File: src/rtl/handshakes_delay_valid_data.sv
// Single-entry forward register slice on a valid/ready stream: valid and data are
// registered, ready passes straight through. Define HSK_DELAY_ASSERT_EN for protocol checkers.
module handshakes_delay_valid_data #(
  parameter int WORD_WIDTH = 8
) (
  input  logic                  clk,
  input  logic                  rst_n,
  input  logic                  up_valid,
  input  logic [WORD_WIDTH-1:0] up_data,
  input  logic                  down_ready,
  output logic                  down_valid,
  output logic [WORD_WIDTH-1:0] down_data,
  output logic                  up_ready
);

  logic                  down_valid_q, down_valid_d;
  logic [WORD_WIDTH-1:0] down_data_q,  down_data_d;

  // The slice can take a beat when it is empty or its held beat leaves this cycle.
  assign up_ready   = down_ready | ~down_valid_q;
  assign down_valid = down_valid_q;
  assign down_data  = down_data_q;

  always_comb begin
    // NOTE: defaults first, so every path assigns every output and no latch is inferred.
    down_valid_d = down_valid_q;
    down_data_d  = down_data_q;
    if (up_ready) begin
      down_valid_d = up_valid;
      if (up_valid) begin
        down_data_d = up_data;
      end
    end
  end

  // NOTE: state flops use non-blocking assignments so all registers update together.
  always_ff @(posedge clk) begin
    if (!rst_n) begin
      down_valid_q <= 1'b0;
      down_data_q  <= '0;
    end else begin
      down_valid_q <= down_valid_d;
      down_data_q  <= down_data_d;
    end
  end

`ifdef HSK_DELAY_ASSERT_EN
  // Previous-cycle snapshot used to detect changes on stalled interfaces.
  logic                  armed_q;
  logic                  up_valid_p, up_ready_p, down_valid_p, down_ready_p;
  logic [WORD_WIDTH-1:0] up_data_p, down_data_p;

  always_ff @(posedge clk) begin
    armed_q      <= rst_n;
    up_valid_p   <= up_valid;
    up_ready_p   <= up_ready;
    up_data_p    <= up_data;
    down_valid_p <= down_valid;
    down_ready_p <= down_ready;
    down_data_p  <= down_data;
  end

  always_ff @(posedge clk) begin
    if (rst_n && armed_q) begin
      if ($isunknown(down_valid) || $isunknown(up_ready)) begin
        $error("%0t: down_valid or up_ready is X/Z after reset", $time);
      end
      if (up_valid_p && !up_ready_p && (!up_valid || up_data != up_data_p)) begin
        $error("%0t: up_valid fell or up_data changed while up_ready=0", $time);
      end
      if (down_valid_p && !down_ready_p && (!down_valid || down_data != down_data_p)) begin
        $error("%0t: down_valid fell or down_data changed while down_ready=0", $time);
      end
    end
  end
`else
  // Checkers compiled out: the slice above is the complete design.
`endif

endmodule

File: config.mk
export PLATFORM = sky130hd
export DESIGN_NAME = handshakes_delay_valid_data
export DESIGN_NICKNAME = d
export VERILOG_FILES = /design/src/rtl/handshakes_delay_valid_data.sv
export SDC_FILE = /design/constraint.sdc
export NUM_CORES = 1
export LEC_CHECK = 0
export BUFFER_PORTS_ARGS = -buffer_cell sky130_fd_sc_hd__buf_2
export CAP_MARGIN = 40
export CORE_AREA = 2 2 39 41
export DETAILED_ROUTE_END_ITERATION = 6
export DIE_AREA = 0 0 41 43
export SLEW_MARGIN = 20
export SYNTH_ARGS = -nofsm -noshare
export SYNTH_HDL_FRONTEND = slang
export SYNTH_SLANG_ARGS = --single-unit
File: constraint.sdc
create_clock -name clk -period 2.15 [get_ports clk]
set_input_delay 0.43 -clock clk [delete_from_list [all_inputs] [get_ports clk]]
set_output_delay 0.43 -clock clk [all_outputs]
set_load 0.1 [all_outputs]
; Word-level counts from Yosys, hierarchy flattened
; Index checks and enable logic that the tools add are counted.
[totals]
reg_bits = 9
inputBits = 12
output_inout_bits = 10
elab_cells = 5
[op_classes]
n_bitwise = 2
reduce_logical = 1
[op_table]
columns = cell, n
row1 = AND reduction 2 bit, 1
row2 = inverter 1 bit, 1
row3 = bitwise OR 1 bit, 1

; Logic depth before layout (Yosys ltp)
; Gate-level depths: netlist of the first run.
[depth]
depth_word = 3
depth_mapped = 4
mapped_depth_nobuf = 3

; Worst setup path after synthesis of the first run
; No wires, ideal clock.
[synth_timing]
path_kind = reg2reg
from = reg down_valid_q, in the netlist down_valid
to = reg down_data_q[0], in the netlist down_data[0]
setup_time_ns = 0.120
arrival_ns = 1.866
t_required_ns = 2.030
slack_ns = 0.163
path_stages_with_launch = 5
n_path_buf = 1
synth_period_minus_slack_ns = 1.987
cell_sequence = dfxtp_1 -> nand2b_4 -> and2_4 -> buf_6 -> mux2i_1
[synth_via]
elab_chain_len = 3
[synth_lines]
columns = item, line
row1 = start: declaration, 16  ; logic down_valid_q, down_valid_d;
row2 = start signal: assignment, 42  ; down_valid_q <= down_valid_d;
row3 = inverter 1 bit, 20  ; assign up_ready = down_ready | ~down_valid_q;
row4 = bitwise OR 1 bit, 20
row5 = net up_ready, 13  ; output logic up_ready
row6 = AND reduction 2 bit (no line), --
row7 = end signal: assignment, 43  ; down_data_q <= down_data_d;
row8 = end: declaration, 17  ; logic [WORD_WIDTH-1:0] down_data_q, down_data_d;
; The timed path passes the listed nets, and every way through them passes these cells.
; A chain may end at the register's enable or synchronous reset.

; Worst setup path after layout of the first run
[layout_timing]
from = reg down_valid_q, in the netlist down_valid
to = out up_ready
[layout_via]
elab_chain_len = 2
[layout_lines]
columns = item, line
row1 = inverter 1 bit, 20
row2 = bitwise OR 1 bit, 20
row3 = end: declaration, 13
; No other way between the ends.

==> results of run 1 <==
## state kept, by name (all words and copies together), names as in the netlist
signal and count:
down_data 8, down_valid 1
## final timing paths
path	slack, ps	endpoint	depth (start not counted)	startpoint
worst max-delay path	650	up_ready	2	down_valid
worst min-delay path	420	down_data[6]	3	up_data[6]
worst max register to register	1250	down_data[2]	3	down_valid
worst min register to register	450	down_data[0]	2	down_data[0]
## stage by stage
| step | setup WS [ps] | power, mW |
|---|---|---|
| 3_5_place_dp | 679 | 0.324 |
| 6_report | 647 | 0.446 |
| 3_3_place_gp | 688 | 0.322 |
| 2_1_floorplan | 163 | 0.303 |
| 5_1_grt | 594 | 0.468 |
| 4_1_cts | 637 | 0.452 |
## cell usage after synthesis
cell type | count | share of area (%)
a21boi_0 | 1 | 2.0
and2_4 | 1 | 2.3
buf_2 | 2 | 2.7
buf_6 | 1 | 3.0
dfxtp_1 | 9 | 48
inv_1 | 1 | 1.0
mux2i_1 | 8 | 21
nand2_1 | 16 | 16
nand2b_4 | 1 | 3.7
## layout make-up
cell class              count  area (sq um)  share of cell area, %
flip-flops and latches      9           180                   35.6
multi-input cells          27           170                   33.7
repair buffers             21           105                   20.8
clock buffers               4          26.3                   5.20
well taps                  16          20.0                   3.96
inverters                   1          3.75                  0.743
## logic make-up (layout without fill, tap and decap cells)
family | after synthesis | after routing | synth area share [%]
muxes | 8 | 8 | 21.3
buffers and inverters | 4 | 26 | 6.67
and+or+nand+nor | 18 | 18 | 22.0
AOI/OAI and AO/OA | 1 | 1 | 2.00
DFF | 9 | 9 | 48.0
## per-layer routing
metal	part of all wire, %	global-route usage, %
met4	0	6.00
met3	12	1.57
met1	41	9.39
met5	0	0
met2	47	14.4
## worst max-delay path, stage by stage, from the launching register on
cell	delay, ps
dfxtp_1	330
nand2b_4	70
buf_2	420
## power by group through the flow
stage	clock, mW	sequential (mW)	combinational, mW
after floorplan	0	0.267	0.0356
after global placement	0	0.187	0.136
after detailed placement	0	0.187	0.137
after CTS	0.132	0.183	0.137
after global routing	0.141	0.185	0.142
final	0.127	0.183	0.136
==> flow_metrics.env, run 1 <==
export IMPL_cts_inserted_buffers=3
export IMPL_syn_inst=40
export IMPL_clockPowerShare_pct=28.5
export IMPL_nets=75
export IMPL_max_clock_freq_mhz=665
export IMPL_place_area_sq_um=479
export IMPL_min_period_ps=1500
export IMPL_area_growth_pct=34.7
export IMPL_grt_max_degree=18
export IMPL_endpoint_kind="output port"
export IMPL_drv_slew=0
export IMPL_via_per_inst=4.14
export IMPL_first_pass_iters=4
export IMPL_cellInternalPower_mw=0.277
export IMPL_hold_violations=0
export IMPL_p_switching_mw=0.169
export IMPL_hold_slack_ps=419
export IMPL_clk_pin_slew_worst_paths_ps=60
export IMPL_ant_nets=0
export IMPL_synth_cell_type_count=9
export IMPL_antenna_found_initial=0
export IMPL_mostFrequentLayoutCell="buf_2"
export IMPL_worstPathArrival_ps=1070
export IMPL_maxSlewHeadroom_pct=67.6
export IMPL_core_area_sq_um=1380
export IMPL_crit_fanout=3
export IMPL_clock_latency_ps=250
export IMPL_routed_wl_um=716
export IMPL_ios=22
export IMPL_portBuffers=21
export IMPL_htree_levels=1
export IMPL_die_h_um=43
export IMPL_skew_ps=1.08
export IMPL_clock_root_buffer="clkbuf_4"
export IMPL_drt_iter0_markers=3
export IMPL_wl_per_cell_um=9.18
export IMPL_layout_drive_gt1_share_pct=41.9
export IMPL_drc=0
export IMPL_diodes=0
export IMPL_crit_required_ps=1720
export IMPL_rsz0062_at_grt="no"
export IMPL_rows=14
export IMPL_tightest_slew_ps=490
export IMPL_period_share_pct=69.9
export IMPL_syn_nets=52
export IMPL_cts_hold_buf=0
export IMPL_final_core_util_pct=36.5
export IMPL_final_cell_mix="buf_2 (21), nand2_1 (16), dfxtp_1 (9)"
export IMPL_startpoint_type="register"
export IMPL_crit_type="register to output port"
export IMPL_drv_cap=0
export IMPL_place_congestion=0.559
export IMPL_cts_tree="yes"
export IMPL_cts_num_sinks=9
export IMPL_die_w_um=41
export IMPL_pwr_share_seq_pct=41.1
export IMPL_syn_avg_cell_area_sq_um=9.38
export IMPL_ir_worst_vdd_uv=286
export IMPL_num_vias=323
export IMPL_grt_pass1_vias=285
export IMPL_comb_power_share_pct=30.4
export IMPL_initial_core_util_pct=27.1
export IMPL_ys_seq_area_share_pct=48.0
export IMPL_dieArea_sq_um=1760
export IMPL_overflow=0
export IMPL_ys_ff_latch=9
export IMPL_final_area_sq_um=505
export IMPL_post_cts_setup_buffer_count=0
export IMPL_grt_total_usage_pct=8.75
export IMPL_hold_class="input port to register"
export IMPL_grt_pass1_wl_mm=1.04
export IMPL_setup_viol=0
export IMPL_sw_frac_of_total_pct=37.9
export IMPL_finalSetupTns_ps=0
export IMPL_yosysWarnings=0
export IMPL_syn_cell_area_sq_um=375
export IMPL_status="completed"
export IMPL_post_cts_resized=0
export IMPL_fillCellCount=159
export IMPL_p_per_area_nw_per_um2=882
export IMPL_dp_cells=74
export IMPL_stdcell_count=78
export IMPL_power_leakage_nw=0.269
export IMPL_cts_path_max_buffers=2
Power figures use the tool's default switching activity.
==> run 2: changes to the inputs <==
==> constraint.sdc (replaced) <==
create_clock -name clk -period 1.5 [get_ports clk]
set_input_delay 0.3 -clock clk [delete_from_list [all_inputs] [get_ports clk]]
set_output_delay 0.3 -clock clk [all_outputs]
set_load 0.1 [all_outputs]
==> run 2 against run 1 <==
Net effect:
- sequential share of layout area decreased by 0.56 points
- utilization up 1.4 points
- hold slack got worse by 130 ps
- non-clock buffer count unchanged
- combinational power grew 46%
- final cell count unchanged
- critical path depth decreased by 1
- global-route usage is 1.0 points higher
- first-iteration DRC count fell by 67%
- sequential power up 43%
- register-to-register slack lost 680 ps
- critical path type unchanged
==> flow_metrics.env, run 2 (synthesis results as in run 1) <==
export IMPL_status="completed"
export IMPL_post_cts_setup_buffer_count=0
export IMPL_cellInternalPower_mw=0.400
export IMPL_hold_class="input port to register"
export IMPL_comb_power_share_pct=31.1
export IMPL_p_per_area_nw_per_um2=1220
export IMPL_cp_top_family="buffers and inverters"
export IMPL_portBuffers=21
export IMPL_total_power_mw=0.642
export IMPL_diodes=0
export IMPL_ir_worst_vdd_uv=334
export IMPL_antenna_found_initial=0
export IMPL_rows=14
export IMPL_setup_viol=0
export IMPL_via_per_inst=4.13
export IMPL_p_switching_mw=0.242
export IMPL_clock_latency_ps=250
export IMPL_ant_nets=0
export IMPL_ios=22
export IMPL_r2r_start="down_valid"
export IMPL_path_buf_inv=1
export IMPL_num_vias=322
export IMPL_critPathLaunch="down_valid"
export IMPL_maxSlewHeadroom_pct=68.0
export IMPL_grt_pass1_wl_mm=1.13
export IMPL_nets=75
export IMPL_tightest_slew_ps=483
export IMPL_grt_pass1_vias=287
export IMPL_pwr_share_seq_pct=40.8
export IMPL_hold_violations=0
export IMPL_initial_core_util_pct=27.1
export IMPL_place_congestion=0.539
export IMPL_routed_wl_um=709
export IMPL_sw_frac_of_total_pct=37.6
export IMPL_drt_iter0_markers=1
export IMPL_cts_path_max_buffers=2
export IMPL_crit_required_ps=1200
export IMPL_skew_ps=4.09
export IMPL_max_clock_freq_mhz=759
export IMPL_worstPathArrival_ps=1020
export IMPL_post_dp_hpwl_um=543
export IMPL_grt_max_degree=18
export IMPL_post_cts_resized=0
export IMPL_cp_depth=1
export IMPL_slowest_stage="buf_2"
export IMPL_core_area_sq_um=1380
export IMPL_slowest_delay_ps=420
export IMPL_crit_chain="buf_2"
export IMPL_cts_hold_buf=0
export IMPL_clk_pin_slew_worst_paths_ps=60
export IMPL_die_w_um=41
export IMPL_cts_tree="yes"
export IMPL_min_period_ps=1320
export IMPL_area_growth_pct=39.7
export IMPL_cts_inserted_buffers=3
export IMPL_die_h_um=43
export IMPL_power_leakage_nw=0.277
export IMPL_mostFrequentLayoutCell="buf_2"
export IMPL_r2r_end="down_data[2]"
export IMPL_cp_endpoint="down_valid"
export IMPL_cts_num_sinks=9
export IMPL_r2r_slack_ps=570
export IMPL_crit_fanout=2
export IMPL_htree_levels=1
export IMPL_crit_type="register to output port"
export IMPL_largest_reg_flops=8
export IMPL_drv_slew=0
export IMPL_clock_root_buffer="clkbuf_4"
export IMPL_grt_total_usage_pct=9.76
export IMPL_first_pass_iters=2
export IMPL_dieArea_sq_um=1760
export IMPL_period_share_pct=87.8
export IMPL_wl_per_cell_um=9.09
export IMPL_final_cell_mix="buf_2 (20), nand2_1 (16), mux2i_1 (8), dfxtp_1 (8), clkbuf_4 (3)"
export IMPL_r2r_cells=3
export IMPL_clockPowerShare_pct=28.1
export IMPL_pre_cts_ws_ps=447
export IMPL_endpoint_kind="output port"
export IMPL_drv_cap=0
export IMPL_rsz0062_at_grt="no"
export IMPL_startpoint_type="register"
export IMPL_overflow=0
export IMPL_drc=0
export IMPL_layout_drive_gt1_share_pct=43.5
export IMPL_finalSetupTns_ps=0
export IMPL_setup_slack_ps=183
export IMPL_hold_path_startpoint="up_data[6]"
-- run 2: cell count changes in the layout (fill, tap and decap cells not counted) --
| cell | previous run | this run |
|---|---|---|
| buf_2 | 21 | 20 |
| dfxtp_4 | 0 | 1 |
| buf_12 | 0 | 1 |
| dfxtp_1 | 9 | 8 |
-- run 2: how the worst min path moves through the flow --
| stage | to | slack (ps) | depth (start not counted) |
|---|---|---|---|
| 3_5_place_dp | down_data[6] | 440 | 2 |
| 4_1_cts | down_data[1] | 280 | 3 |
| 6_report | down_data[6] | 290 | 3 |
| 3_3_place_gp | down_data[5] | 440 | 2 |
| 5_1_grt | down_data[7] | 290 | 3 |
| 2_1_floorplan | down_valid | 430 | 2 |
-- run 2: final cells by class --
cell class,instances,area [sq um]
clock buffers,4,26.3
fillers,154,860
inverters,1,3.75
multi-input cells,27,170
flip-flops and latches,9,184
well taps,16,20.0
repair buffers,21,120
-- run 2: metrics by stage --
step / cell area, sq um / utilization [%] / hold WS (ps) / std cells
5_1_grt: 524 / 37.9 / 294 / 78
6_report: 524 / 37.9 / 290 / 78
3_3_place_gp: 498 / 36.0 / 441 / 74
3_5_place_dp: 498 / 36.0 / 443 / 74
2_1_floorplan: 379 / - / 428 / 40
4_1_cts: 524 / 37.9 / 284 / 78
-- run 2: routing by layer --
| metal | global-route usage, % | share of wire (%) | vias up |
|---|---|---|---|
| li1 | - | - | 169 |
| met5 | 0 | 0 | - |
| met1 | 12.3 | 44 | 140 |
| met4 | 4.00 | 0 | 0 |
| met3 | 4.71 | 9.7 | 0 |
| met2 | 13.8 | 46 | 13 |
-- run 2: power groups by stage --
stage / clock network, mW / registers, mW / logic (mW)
2_1_floorplan: 0 / 0.383 / 0.0510
3_3_place_gp: 0 / 0.267 / 0.200
3_5_place_dp: 0 / 0.267 / 0.201
4_1_cts: 0.193 / 0.262 / 0.201
5_1_grt: 0.202 / 0.264 / 0.210
6_report: 0.181 / 0.262 / 0.199
-- run 2: worst reg2reg max path: stages, from the launching register on --
cell	delay [ps]
dfxtp_4	350
nand2b_4	80
and2_4	230
mux2i_1	210
